--- src/rtl/vga_sync_rx.sv ---
// Recovers hc/vc from an incoming hsync/vsync pair, measures line/frame size and tracks lock.
// Optional VGA_RX_STATS_EN adds a saturating err_cnt output.
module vga_sync_rx #(
  parameter int HSW = 96,
  parameter int HBP = 144,
  parameter int HFP = 784,
  parameter int VBP = 31,
  parameter int VFP = 511
) (
  input  logic       clk,
  input  logic       clr_n,
  input  logic       hsync_in,
  input  logic       vsync_in,
  output logic [9:0] hc,
  output logic [9:0] vc,
  output logic       vidon,
  output logic [9:0] line_len,
  output logic [9:0] frame_lines,
  output logic       locked,
  output logic       err
`ifdef VGA_RX_STATS_EN
  ,
  output logic [7:0] err_cnt
`endif
);

  localparam logic [9:0] SAT   = 10'h3FF;
  localparam logic [9:0] HSW_L = 10'(HSW);
  localparam logic [9:0] HBP_L = 10'(HBP);
  localparam logic [9:0] HFP_L = 10'(HFP);
  localparam logic [9:0] VBP_L = 10'(VBP);
  localparam logic [9:0] VFP_L = 10'(VFP);

  typedef enum logic [1:0] {SEARCH, MEASURE, VERIFY, LOCKED} state_t;

  state_t     state, state_nxt;
  logic       hs_s, vs_s, hs_p, vs_p;
  logic       ls, fs;
  logic [9:0] cur_len, line_cnt, ref_len, ref_frames;
  logic       have_ref, pending, pending_nxt;
  logic       len_bad, frame_bad, sat, lose;
  logic [9:0] hc_nxt, vc_nxt;
  logic       vidon_nxt;

  assign ls        = !hs_s && hs_p;
  assign fs        = !vs_s && vs_p;
  assign cur_len   = hc + 10'd1;
  assign len_bad   = ls && (cur_len != ref_len);
  assign frame_bad = fs && (line_cnt != ref_frames);
  assign sat       = (hc == SAT) || (vc == SAT);

  always_ff @(posedge clk) begin
    if (!clr_n) state <= SEARCH;
    else        state <= state_nxt;
  end

  always_comb begin
    state_nxt = state;
    lose      = 1'b0;
    case (state)
      SEARCH:  if (fs) state_nxt = MEASURE;
      MEASURE: begin
        if (ls && have_ref && (cur_len != ref_len)) state_nxt = SEARCH;
        else if (fs)                                 state_nxt = VERIFY;
      end
      VERIFY: begin
        if (len_bad || frame_bad || sat) state_nxt = SEARCH;
        else if (fs)                     state_nxt = LOCKED;
      end
      LOCKED: begin
        if (len_bad || frame_bad || sat) begin
          state_nxt = SEARCH;
          lose      = 1'b1;
        end
      end
      default: state_nxt = SEARCH;
    endcase
  end

  always_comb begin
    locked = (state == LOCKED);
  end

  // A frame start coinciding with a line start counts as inside the alignment window.
  always_comb begin
    hc_nxt      = (hc == SAT) ? hc : hc + 10'd1;
    vc_nxt      = vc;
    pending_nxt = pending;
    if (ls) hc_nxt = '0;
    if (fs && (ls || (hc < HSW_L))) begin
      vc_nxt      = '0;
      pending_nxt = 1'b0;
    end else begin
      if (ls) begin
        if (pending) begin
          vc_nxt      = '0;
          pending_nxt = 1'b0;
        end else if (vc != SAT) begin
          vc_nxt = vc + 10'd1;
        end
      end
      if (fs) pending_nxt = 1'b1;
    end
    vidon_nxt = (state_nxt == LOCKED) && (hc_nxt > HBP_L) && (hc_nxt < HFP_L) &&
                (vc_nxt > VBP_L) && (vc_nxt < VFP_L);
  end

  always_ff @(posedge clk) begin
    if (!clr_n) begin
      hs_s <= 1'b1;  vs_s <= 1'b1;
      hs_p <= 1'b1;  vs_p <= 1'b1;
      hc <= '0;  vc <= '0;  vidon <= 1'b0;  pending <= 1'b0;
      line_len <= '0;  frame_lines <= '0;  line_cnt <= '0;  err <= 1'b0;
    end else begin
      hs_s <= hsync_in;  vs_s <= vsync_in;
      hs_p <= hs_s;      vs_p <= vs_s;
      hc <= hc_nxt;  vc <= vc_nxt;  vidon <= vidon_nxt;  pending <= pending_nxt;
      err <= lose;
      if (ls) line_len <= cur_len;
      if (fs) begin
        frame_lines <= line_cnt;
        line_cnt    <= ls ? 10'd1 : 10'd0;
      end else if (ls && (line_cnt != SAT)) begin
        line_cnt <= line_cnt + 10'd1;
      end
    end
  end

  // Reference capture: first line length after entering MEASURE, frame height at its end.
  always_ff @(posedge clk) begin
    if (!clr_n) begin
      have_ref   <= 1'b0;
      ref_len    <= '0;
      ref_frames <= '0;
    end else begin
      if (state == SEARCH && fs) begin
        have_ref <= 1'b0;
      end else if (state == MEASURE && ls && !have_ref) begin
        ref_len  <= cur_len;
        have_ref <= 1'b1;
      end
      if (state == MEASURE && fs) ref_frames <= line_cnt;
    end
  end

`ifdef VGA_RX_STATS_EN
  always_ff @(posedge clk) begin
    if (!clr_n)                      err_cnt <= '0;
    else if (err && err_cnt != 8'hFF) err_cnt <= err_cnt + 8'd1;
  end
`endif

endmodule
--- config.mk ---
export PLATFORM = sky130hd
export DESIGN_NAME = vga_sync_rx
export DESIGN_NICKNAME = d
export VERILOG_FILES = /design/src/rtl/vga_sync_rx.sv
export SDC_FILE = /design/constraint.sdc
export NUM_CORES = 1
export LEC_CHECK = 0
export ABC_AREA = 1
export BUFFER_PORTS_ARGS = -buffer_cell sky130_fd_sc_hd__buf_2
export CAP_MARGIN = 5
export CORE_UTILIZATION = 34
export DETAILED_ROUTE_END_ITERATION = 12
export GPL_ROUTABILITY_DRIVEN = 0
export PLACE_DENSITY_LB_ADDON = 0.2
export SYNTH_ARGS = -nofsm -noshare
export SYNTH_HDL_FRONTEND = slang
export SYNTH_SLANG_ARGS = --single-unit
--- constraint.sdc ---
create_clock -name clk -period 4.3 [get_ports clk]
set_input_delay 0.43 -clock clk [delete_from_list [all_inputs] [get_ports clk]]
set_output_delay 0.43 -clock clk [all_outputs]
set_load 0.005 [all_outputs]
Word-level counts from Yosys, hierarchy flattened

Index checks and enable logic that the tools add are counted.

Bits in registers: 80
Input bits: 4
Output and inout port bits: 43

Add/sub/neg operators: 3
$lt $le $gt $ge: 5
Equality and inequality tests: 10
Muxes and demuxes: 19
Bitwise operators: 2
Reduce and logical (&&, ||, !) cells: 30

Operator list:

| operator                | number |
|---|---|
| $mux W10                | 8 |
| $add A10 B1 Y10 const B | 3 |
| $eq A10 B10 Y1 const B  | 2 |
| $ne A10 B10 Y1          | 2 |
| $ne A10 B10 Y1 const B  | 2 |
| $logic_and A1 B1 Y1     | 16 |
| $mux W2                 | 6 |
| $gt A10 B5 Y1 const B   | 1 |
| $gt A10 B8 Y1 const B   | 1 |
| $lt A10 B10 Y1 const B  | 1 |
| $lt A10 B7 Y1 const B   | 1 |
| $lt A10 B9 Y1 const B   | 1 |
| $pmux W2 S4             | 1 |
| $eq A2 B2 Y1 const B    | 3 |
| $logic_or A1 B1 Y1      | 4 |
| $mux W1                 | 4 |
| $reduce_and A2 Y1       | 2 |
| $reduce_bool A2 Y1      | 2 |
| $reduce_or A2 Y1        | 2 |
| $logic_not A1 Y1        | 3 |
| $eq A2 B1 Y1 const B    | 1 |
| $logic_not A2 Y1        | 1 |
| $not A1 Y1              | 2 |

Logic depth before layout (Yosys ltp)

Gate-level depths: netlist of run 1.

Depth in word-level cells: 12
Depth in mapped cells: 17
Mapped depth without buffers: 17

Least setup slack after synthesis of run 1

Ideal clock, no wire load.

Kind: register to register
From: reg hc[0]
To: reg vidon
Setup time: 0.064 ns
Data arrival time: 1.793 ns
Slack: 2.443 ns
Cell stages (with the launch flop): 16
Clock period less this slack: 1.857 ns
Cell sequence: dfxtp_1 ha_1 nand2_1 inv_2 nand2_1 nand2_1 nor2_1 nor2_1 nand3_1 nor2_1 nand2_1 nand2_2 nand3_2 a21oi_2 nand2_1 nor2_1

Longest elaborated chain between the ends: 12
Elaborated cells between the ends (all ways): 27
Those cells by class: 1 x add/sub; 5 x order compare; 3 x eq/ne; 7 x mux; 11 x reduce/logical

RTL lines:

| element                           | line   | source |
|---|---|---|
| start: declaration                | 14     | `output logic [9:0] hc,` |
| start signal: assignment          | 117    | `hc <= hc_nxt; vc <= vc_nxt; vidon <= vidon_nxt; pending <= pending_nxt;` |
| $add A10 B1 Y10                   | 47, 86 |  |
| $ne A10 B10 Y1                    | 48, 63 |  |
| $logic_and A1 B1 Y1               | 48     | `assign len_bad = ls && (cur_len != ref_len);` |
| $logic_or A1 B1 Y1 (2 in series)  | 67, 71 |  |
| $mux W2, on equally long branches | 71, 67 |  |
| $pmux W2 S4                       | 60     | `case (state)` |
| $eq A2 B2 Y1                      | 104    | `vidon_nxt = (state_nxt == LOCKED) && (hc_nxt > HBP_L) && (hc_nxt < HFP_L) &&` |
| $logic_and A1 B1 Y1 (3 in series) | 104    |  |
| $logic_and A1 B1 Y1 (*)           | 105    | `(vc_nxt > VBP_L) && (vc_nxt < VFP_L);` |
| end signal: assignment            | 117    |  |
| end: declaration                  | 16     | `output logic vidon,` |

Every way passes the cells marked *; elsewhere a longest branch is shown, timed or not.
A chain may end at the register's enable or synchronous reset.

Worst setup path after layout of run 1

Same ends and word-level chain as after synthesis.

==> impl_metrics.yaml, run 1 <==
status:
  outcome: "finished, violations left"
  failed_checks: "DRC"
pwr:
  static-leakage-power_nw: 2.28
  fin_total_pwr_mw: 1.69
  vdd.ir_drop.worst_mv: 0.230
  total_power_density_per_cell_area_mw_per_mm2: 356
run:
  max_cap_viol_count: 0
sta:
  fin_worst_hold_slack_ns: 0.267
  fmax_mhz: 435
  slew_violations: 0
  tightest_slew_ns: 0.808
  slew_headroom_pct: 46.0
  fin_crit_sh_pct: 53.5
  skew_ns: 0.00693
  grt_setup_unrepaired: "no"
  report.final.hold_viol_count: 0
  setup_total_negative_slack_ns: 0
  report.final.setup_viol: 0
  final.min_clock_period_ns: 2.30
worst_setup_path:
  critPathMostFrequentCell: "sky130_fd_sc_hd__nand2_1"
  cp_slowest_stage_delay_ns: 0.52
  critPathTopFamily: "simple AND/OR/NAND/NOR gates"
  path_depth: 15
  worstPathArrival_ns: 2.59
  cp_data_required_time_ns: 4.58
  critPathMaxFanout: 9
  cp.buffers_inverters: 1
  timing_worst_setup_path_type: "reg -> reg"
  reg2reg_depth: 15
  worstSetupEndpointType: "flop"
  critical_path.startpoint_type: "flop"
  path_cells: "ha_1 -> nand2_1 -> inv_2 -> nand2_1 -> nand2_1 -> nor2_1 -> nor2_1 -> nand3_1 -> nor2_1 -> nand2_1 -> nand2_2 -> nand3_2 -> a21oi_2 -> nand2_1 -> nor2_1"
  slowest_stage: "sky130_fd_sc_hd__dfxtp_1"
layout:
  multi_input_area_mm2: 0.00214
  drive_above_1_share_pct: 14.7
  finalNonFillerCells: 804
  area_growth_syn_to_layout_pct: 16.2
  sequential_cell_area_mm2: 0.00160
  final_nets: 664
  utilization_pct: 41.1
  fillers: 1243
  num_antenna_cells: 0
die:
  die_width_um: 112
  row_count: 39
  placeableCoreArea_mm2: 0.0116
  start_util_pct: 35.4
  dieArea_mm2: 0.0125
  ios: 47
  fp.dieH_um: 112
synth:
  synth.cell_area_mm2: 0.00410
  muxShareOfSynthArea_pct: 0
  syn-mean-instance-area_um2: 6.68
  synth.largest_area_cell: "sky130_fd_sc_hd__dfxtp_1"
  synth_fp_nets: 620
  netlist.area_leader.share_pct: 39.1
  synth_xor_xnor_area_share_pct: 2.35
  dominantRegCellSynth: "sky130_fd_sc_hd__dfxtp_1"
  synthDistinctLibCells: 37
  synth-compound-area-share_pct: 12.5
  yosysWarnings: 0
  postSynthRegisterBits: 80
  cell_types_with_the_highest_counts_after_synthesis: "sky130_fd_sc_hd__nand2_1, sky130_fd_sc_hd__nor2_1, sky130_fd_sc_hd__dfxtp_1"
  async_sr_flop_fraction_pct: 0
  post_synthesis_share_of_cell_area_spent_on_and_or_nand_and_nor_gates_pct: 36.4
  leading_cell_type_by_number_of_instances_after_synthesis: "sky130_fd_sc_hd__nand2_1"
  synth-seq-area-share_pct: 39.1
  synth_adder_area_share_pct: 0.917
  post_synth_inst_count: 613
  synth_top_cells_by_area: "sky130_fd_sc_hd__dfxtp_1, sky130_fd_sc_hd__nand2_1, sky130_fd_sc_hd__nor2_1"
  synth_top_family_by_area: "simple AND/OR/NAND/NOR gates"
  count_of_flip_flops_with_a_built_in_enable_after_synthesis: 0
clock_tree:
  cts.sinks: 80
  clock_network_latency_to_the_later_pin_of_the_worst_skew_pair_ns: 0.34
  tritoncts.num_buffers: 9
  cts_setup_buffers: 0
  cts_tree: "yes"
  clock_tree.buffer_depth: 2
  post_cts_sizing_count: 0
  hold_buffers: 0
  cts.reportedPaths.clkPinSlew_ns: 0.06
  htree_levels: 3
  root_buffer: "sky130_fd_sc_hd__clkbuf_16"
drt:
  met2_wirelength_mm: 4.93
  wirelength_mm: 10.4
  firstDrtPassIters: 8
  met3_wirelength_um: 474
  top_layer: "met4"
  routed-via-count: 3964
  wire_per_inst_um: 12.9
  remaining_drc_errors: 3
  number_of_nets_still_failing_antenna_checks_after_routing: 0
  vias_per_cell: 4.93
  drt_iter0_markers: 276
  wl_met1_mm: 4.80
grt:
  grt.total_usage_pct: 17.7
  grt_antenna_before_repair: 0
  grt_max_degree: 39
  grt_pass1_wl_mm: 17.7
  grt-ovfl-total: 0
  grt_pass1_vias: 3749
min_path:
  hold_class: "in -> reg"
  timing.hold.worst_path_depth: 2
place:
  dpl.hpwl_mm: 7.72
  dpl.cell_count: 789
  buffer_ports.inserted: 46
## per-stage QoR
| stage | setup WS [ns] | cell area [µm²] |
|---|---|---|
| after floorplan | 2.44 | 4100 |
| after CTS | 2.01 | 4760 |
| after global placement | 2.10 | 4470 |
| after global routing | 1.80 | 4760 |
| after detailed placement | 2.02 | 4470 |
| final | 2.00 | 4760 |
## final cells by class
class	count	share of cell area [%]
clock inverter	5	1.24
inverter	78	6.15
tap	143	3.76
timing repair buffer	50	5.47
multi-input combinational	438	44.9
sequential	80	33.7
clock buffer	10	4.81
## routing by layer
metal	global-route usage, %	vias to the layer above
li1	-	2069
met1	21.6	1787
met2	29.7	95
met3	4.08	13
met4	7.66	0
met5	0	-
## cell usage in the layout, fill, tap and decap left out, types with 8 or more instances in the layout
cell                        netlist  layout
sky130_fd_sc_hd__a21oi_1         37      37
sky130_fd_sc_hd__xor2_1           8       8
sky130_fd_sc_hd__a211oi_1         9       9
sky130_fd_sc_hd__inv_1           73      73
sky130_fd_sc_hd__nor3_1          15      15
sky130_fd_sc_hd__nor2_1          85      84
sky130_fd_sc_hd__nand2_2         11      11
sky130_fd_sc_hd__o21ai_0         33      33
sky130_fd_sc_hd__or2_2           10      10
sky130_fd_sc_hd__buf_2            2      46
sky130_fd_sc_hd__nand4_1         11      11
sky130_fd_sc_hd__nand3_1         45      45
sky130_fd_sc_hd__nand2_1        144     144
sky130_fd_sc_hd__dfxtp_1         80      80
sky130_fd_sc_hd__clkbuf_16        0       9
## power by group
group,leakage [nW],switching (mW),internal (mW)
Sequential,0.651,0.0215,0.768
Clock,0.135,0.304,0.446
Combinational,1.49,0.0998,0.0550
## logic make-up after synthesis
kind of cell | count (synthesis)
flip-flops | 80
AND/OR/NAND/NOR | 333
XOR/XNOR | 11
adder cells (fa/ha/maj) | 3
buffers and inverters | 95
AO/OA/AOI/OAI | 91
## worst paths after layout
path	slack (ns)	to	startpoint
worst max-delay path	2.00	vidon	hc[0]
worst max register to register	2.00	vidon	hc[0]
worst min register to register	0.45	vs_p	vs_s
worst min-delay path	0.27	hs_s	hsync_in
## sequential cells by signal (all words and copies together), names as in the netlist
signal       cells
err              1
frame_lines     10
have_ref         1
hc              10
hs_p             1
hs_s             1
line_cnt        10
line_len        10
pending          1
ref_frames      10
ref_len         10
state            2
vc              10
vidon            1
vs_p             1
vs_s             1
Note: power is estimated with default switching activity, not from simulation.
==> run 2, diff against run 1 <==
==> constraint.sdc (replaced) <==
create_clock -name clk -period 2.15 [get_ports clk]
set_input_delay 0.215 -clock clk [delete_from_list [all_inputs] [get_ports clk]]
set_output_delay 0.215 -clock clk [all_outputs]
set_load 0.005 [all_outputs]
==> impl_metrics.yaml, run 2 (synthesized netlist as in run 1, its figures left out) <==
min_path:
  hold_class: "in -> reg"
  timing.hold.worst_path_depth: 2
  hold_path.startpoint: "vsync_in"
  timing.hold.worst_endpoint: "vs_s"
die:
  placeableCoreArea_mm2: 0.0116
  dieArea_mm2: 0.0125
  fp.dieH_um: 112
  start_util_pct: 35.4
  ios: 47
  row_count: 39
  die_width_um: 112
grt:
  grt_antenna_before_repair: 0
  grt_max_degree: 29
  grt-ovfl-total: 0
  grt_pass1_vias: 3810
  grt_pass1_wl_mm: 18.0
  grt.total_usage_pct: 18.0
worst_setup_path:
  cp_data_required_time_ns: 2.43
  critical_path.startpoint_type: "flop"
  worstReg2RegEnd: "vidon"
  worstSetupEndpointType: "flop"
  regToRegSetupSlack_ns: 0.19
  reg2reg_depth: 14
  r2r-start: "hc[1]"
  timing_worst_setup_path_type: "reg -> reg"
  critPathMaxFanout: 8
  worstPathArrival_ns: 2.24
sta:
  skew_ns: 0.00900
  grt_setup_unrepaired: "yes"
  report.final.setup_viol: 0
  fmax_mhz: 511
  fin_crit_sh_pct: 91.0
  slew_headroom_pct: 63.9
  report.final.hold_viol_count: 0
  final.min_clock_period_ns: 1.96
  slew_violations: 0
  tightest_slew_ns: 0.538
clock_tree:
  tritoncts.num_buffers: 9
  hold_buffers: 0
  cts.reportedPaths.clkPinSlew_ns: 0.06
  root_buffer: "sky130_fd_sc_hd__clkbuf_16"
  clock_tree.buffer_depth: 2
  clock_network_latency_to_the_later_pin_of_the_worst_skew_pair_ns: 0.34
  htree_levels: 3
  cts.sinks: 80
  cts_tree: "yes"
run:
  max_cap_viol_count: 0
drt:
  vias_per_cell: 4.88
  wirelength_mm: 10.7
  firstDrtPassIters: 8
  number_of_nets_still_failing_antenna_checks_after_routing: 0
  wire_per_inst_um: 13.0
  drt_iter0_markers: 213
  routed-via-count: 4030
  remaining_drc_errors: 3
place:
  buffer_ports.inserted: 46
  dpl.hpwl_mm: 7.99
  dpl.cell_count: 803
pwr:
  fin_total_pwr_mw: 3.70
  total_power_density_per_cell_area_mw_per_mm2: 732
  vdd.ir_drop.worst_mv: 0.364
  static-leakage-power_nw: 2.43
status:
  failed_checks: "DRC"
  outcome: "finished, violations left"
layout:
  layout_common_cells: "sky130_fd_sc_hd__nand2_1, sky130_fd_sc_hd__nor2_1, sky130_fd_sc_hd__dfxtp_1, sky130_fd_sc_hd__inv_1, sky130_fd_sc_hd__buf_2"
  final_nets: 684
  utilization_pct: 43.7
  final_common_cell: "sky130_fd_sc_hd__nand2_1"
  drive_above_1_share_pct: 20.4
  finalNonFillerCells: 825
  num_antenna_cells: 0
  area_growth_syn_to_layout_pct: 23.4
[run 2: critical path, cell delays in order, from the launching register on]
cell and delay, ns:
sky130_fd_sc_hd__dfxtp_2 0.35, sky130_fd_sc_hd__buf_4 0.13, sky130_fd_sc_hd__nand2_2 0.08, sky130_fd_sc_hd__nor2_8 0.20, sky130_fd_sc_hd__buf_4 0.14, sky130_fd_sc_hd__nand4_1 0.12
sky130_fd_sc_hd__nand3_1 0.15, sky130_fd_sc_hd__nand2_1 0.07, sky130_fd_sc_hd__nor2_1 0.12, sky130_fd_sc_hd__nand2_1 0.08, sky130_fd_sc_hd__nand2_2 0.08, sky130_fd_sc_hd__nand3_2 0.07
sky130_fd_sc_hd__a21oi_2 0.13, sky130_fd_sc_hd__nand2_1 0.08, sky130_fd_sc_hd__nor2_2 0.09
[run 2: repair_timing]
action / in CTS / in global routing
endpoints found under the setup margin: 0 / 3
buffers inserted: 0 / 5
resized for setup: 0 / 25
[run 2: report_power, final]
group | total, mW | internal, mW | switching, mW | leakage (nW)
combinational | 0.345 | 0.134 | 0.211 | 1.61
sequential | 1.57 | 1.54 | 0.0379 | 0.654
clock | 1.78 | 1.17 | 0.612 | 0.170
total | 3.70 | 2.84 | 0.860 | 2.43
[run 2: cell type report]
type / count / area, µm²
Multi-Input combinational cell: 439 / 2220
Clock buffer: 11 / 243
Inverter: 78 / 293
Clock inverter: 5 / 104
Timing Repair Buffer: 69 / 407
Sequential cell: 80 / 1610
Tap cell: 143 / 179
Fill cell: 1184 / 6510
[run 2: how the worst max path moves through the flow]
| stage | startpoint | to | slack [ns] | cells past startpoint |
|---|---|---|---|---|
| after global placement | hc[0] | vidon | 0.20 | 13 |
| after floorplan | hc[0] | vidon | 0.29 | 15 |
| after global routing | vc[0] | vidon | -0.02 | 16 |
| final | hc[1] | vidon | 0.19 | 14 |
| after detailed placement | vc[1] | vidon | 0.11 | 16 |
| after CTS | vc[1] | vidon | 0.10 | 16 |
[run 2: per-stage QoR]
step	hold WS, ns	setup WS [ns]	instance area, µm²	TNS [ns]
detailed placement	0.406	0.112	4580	0
finish	0.0614	0.193	5050	0
CTS	0.0472	0.100	4920	0
global placement	0.400	0.203	4580	0
global route	0.0587	-0.0150	5050	-0.0150
floorplan	0.322	0.293	4100	0
[run 2: routing by layer]
metal / wire [µm] / vias to the layer above / global-route usage (%)
met4: 189 / 0 / 7.48
met1: 5000 / 1842 / 22.2
met2: 5230 / 59 / 30.3
met3: 309 / 19 / 4.08
li1: - / 2110 / -
met5: 0 / - / 0
==> run 3, diff against run 2 <==
--- a/config.mk
+++ b/config.mk
@@ -7,11 +7,11 @@
 export LEC_CHECK = 0
 export ABC_AREA = 1
 export BUFFER_PORTS_ARGS = -buffer_cell sky130_fd_sc_hd__buf_2
-export CAP_MARGIN = 5
 export CORE_UTILIZATION = 34
 export DETAILED_ROUTE_END_ITERATION = 12
 export GPL_ROUTABILITY_DRIVEN = 0
 export PLACE_DENSITY_LB_ADDON = 0.2
+export SETUP_SLACK_MARGIN = 0.5
 export SYNTH_ARGS = -nofsm -noshare
 export SYNTH_HDL_FRONTEND = slang
 export SYNTH_SLANG_ARGS = --single-unit
==> constraint.sdc (replaced) <==
create_clock -name clk -period 2.5 [get_ports clk]
set_input_delay 0.25 -clock clk [delete_from_list [all_inputs] [get_ports clk]]
set_output_delay 0.25 -clock clk [all_outputs]
set_load 0.005 [all_outputs]
==> impl_metrics.yaml, run 3 (synthesized netlist as in run 1, its figures left out) <==
place:
  dpl.hpwl_mm: 7.72
  placement.cell_area_mm2: 0.00452
  buffer_ports.inserted: 46
clock_tree:
  clock_network_latency_to_the_later_pin_of_the_worst_skew_pair_ns: 0.34
  clock_tree.buffer_depth: 2
  cts.reportedPaths.clkPinSlew_ns: 0.06
  cts_tree: "yes"
  root_buffer: "sky130_fd_sc_hd__clkbuf_16"
  cts.sinks: 80
  tritoncts.num_buffers: 9
  htree_levels: 3
status:
  failed_checks: "DRC"
  outcome: "finished, violations left"
worst_setup_path:
  worstReg2RegEnd: "vidon"
  cp_slowest_stage_delay_ns: 0.36
  path_cells: "ha_4 -> inv_4 -> nand2_2 -> nand2_2 -> nor2_4 -> nand3_1 -> nor2_1 -> nand3_1 -> nor2_2 -> nand2_1 -> nand2_2 -> nand3_2 -> a21oi_2 -> nand2_1 -> nor2_1"
  path_depth: 15
  worstPathArrival_ns: 2.20
  critPathTopFamily: "simple AND/OR/NAND/NOR gates"
  reg2reg_depth: 15
  slowest_stage: "sky130_fd_sc_hd__dfxtp_4"
  critPathMostFrequentCell: "sky130_fd_sc_hd__nand2_2"
  critPathMaxFanout: 5
  timing.critical_path.to: "vidon"
  r2r-start: "hc[1]"
  timing_worst_setup_path_type: "reg -> reg"
  cp.buffers_inverters: 1
  worstSetupEndpointType: "flop"
  cp_data_required_time_ns: 2.78
  critical_path.startpoint_type: "flop"
  setup.worst_path.start: "hc[1]"
  regToRegSetupSlack_ns: 0.58
drt:
  vias_per_cell: 4.93
  wire_per_inst_um: 13.0
  wirelength_mm: 10.7
  remaining_drc_errors: 3
  routed-via-count: 4030
  drt_iter0_markers: 221
  firstDrtPassIters: 9
  number_of_nets_still_failing_antenna_checks_after_routing: 0
die:
  fp.dieH_um: 112
  row_count: 39
  dieArea_mm2: 0.0125
  ios: 47
  start_util_pct: 35.4
  placeableCoreArea_mm2: 0.0116
  die_width_um: 112
layout:
  final_common_cell: "sky130_fd_sc_hd__nand2_1"
  utilization_pct: 43.9
  final_nets: 677
  final_design_area_no_fill_mm2: 0.00508
  layout_common_cells: "sky130_fd_sc_hd__nand2_1, sky130_fd_sc_hd__nor2_1, sky130_fd_sc_hd__inv_1, sky130_fd_sc_hd__dfxtp_1, sky130_fd_sc_hd__buf_2"
  fillers: 1183
  area_growth_syn_to_layout_pct: 24.0
  drive_above_1_share_pct: 22.0
  num_antenna_cells: 0
pwr:
  static-leakage-power_nw: 2.41
  fin_total_pwr_mw: 3.09
  vdd.ir_drop.worst_mv: 0.432
  total_power_density_per_cell_area_mw_per_mm2: 608
min_path:
  hold_class: "in -> reg"
  timing.hold.worst_path_depth: 2
sta:
  slew_violations: 0
  setup_total_negative_slack_ns: 0
  grt_setup_unrepaired: "yes"
  slew_headroom_pct: 76.3
  fmax_mhz: 521
  tightest_slew_ns: 0.355
  report.final.hold_viol_count: 0
  skew_ns: 0.00520
  report.final.setup_viol: 0
  final.min_clock_period_ns: 1.92
  fin_crit_sh_pct: 76.8
grt:
  grt_pass1_wl_mm: 17.5
  grt_max_degree: 39
  grt-ovfl-total: 0
  grt.total_usage_pct: 17.4
  grt_pass1_vias: 3706
  grt_antenna_before_repair: 0
run:
  max_cap_viol_count: 0
-- run 3: routing by layer --
metal  GRT usage [%]  vias up  part of all wire (%)
met2            28.7       92                    49
met5               0        -                     0
met4            5.50        0                   1.9
met3            4.84       15                   4.7
li1                -     2097                     -
met1            21.9     1826                    45
-- run 3: worst min path at each step --
stage                  start   end  slack [ns]
global route        hsync_in  hs_s        0.09
detailed placement      vs_s  vs_p        0.44
global placement        vs_s  vs_p        0.43
CTS                 vsync_in  vs_s        0.08
floorplan           hsync_in  hs_s        0.36
finish              vsync_in  vs_s         0.1
-- run 3: power by group --
part / switching [mW] / total (mW) / internal [mW]
Combinational: 0.190 / 0.308 / 0.118
Clock: 0.503 / 1.43 / 0.922
Sequential: 0.0347 / 1.35 / 1.32
-- run 3: cell type report --
cell class / count / area [µm²] / area share [%]
inverters: 78 / 295 / 5.82
clock buffers: 12 / 256 / 5.05
well taps: 143 / 179 / 3.52
clock inverters: 3 / 65.1 / 1.28
repair buffers: 62 / 370 / 7.30
multi-input cells: 439 / 2280 / 44.9
flip-flops and latches: 80 / 1630 / 32.1
-- run 3: metrics by stage --
step / cells / setup slack, ns / hold slack, ns
floorplan: 613 / 0.643 / 0.357
global placement: 794 / 0.250 / 0.426
detailed placement: 794 / 0.312 / 0.438
CTS: 811 / 0.521 / 0.0847
global route: 817 / 0.463 / 0.0891
finish: 817 / 0.580 / 0.0984
-- run 3: worst register-to-register path, stage by stage (launching register included) --
cell and delay [ns]:
sky130_fd_sc_hd__dfxtp_4 0.36, sky130_fd_sc_hd__ha_4 0.30, sky130_fd_sc_hd__inv_4 0.04, sky130_fd_sc_hd__nand2_2 0.06, sky130_fd_sc_hd__nand2_2 0.07, sky130_fd_sc_hd__nor2_4 0.09
sky130_fd_sc_hd__nand3_1 0.08, sky130_fd_sc_hd__nor2_1 0.12, sky130_fd_sc_hd__nand3_1 0.10, sky130_fd_sc_hd__nor2_2 0.13, sky130_fd_sc_hd__nand2_1 0.07, sky130_fd_sc_hd__nand2_2 0.09
sky130_fd_sc_hd__nand3_2 0.07, sky130_fd_sc_hd__a21oi_2 0.16, sky130_fd_sc_hd__nand2_1 0.06, sky130_fd_sc_hd__nor2_1 0.09
-- run 3: repair_timing --
item,4_1_cts,5_1_grt
gates resized for setup,8,54
endpoints found under the hold margin,0,0
setup endpoints to repair,4,10
pin swaps,1,21
gates cloned,0,1
setup buffers,2,5
hold buffers,0,0
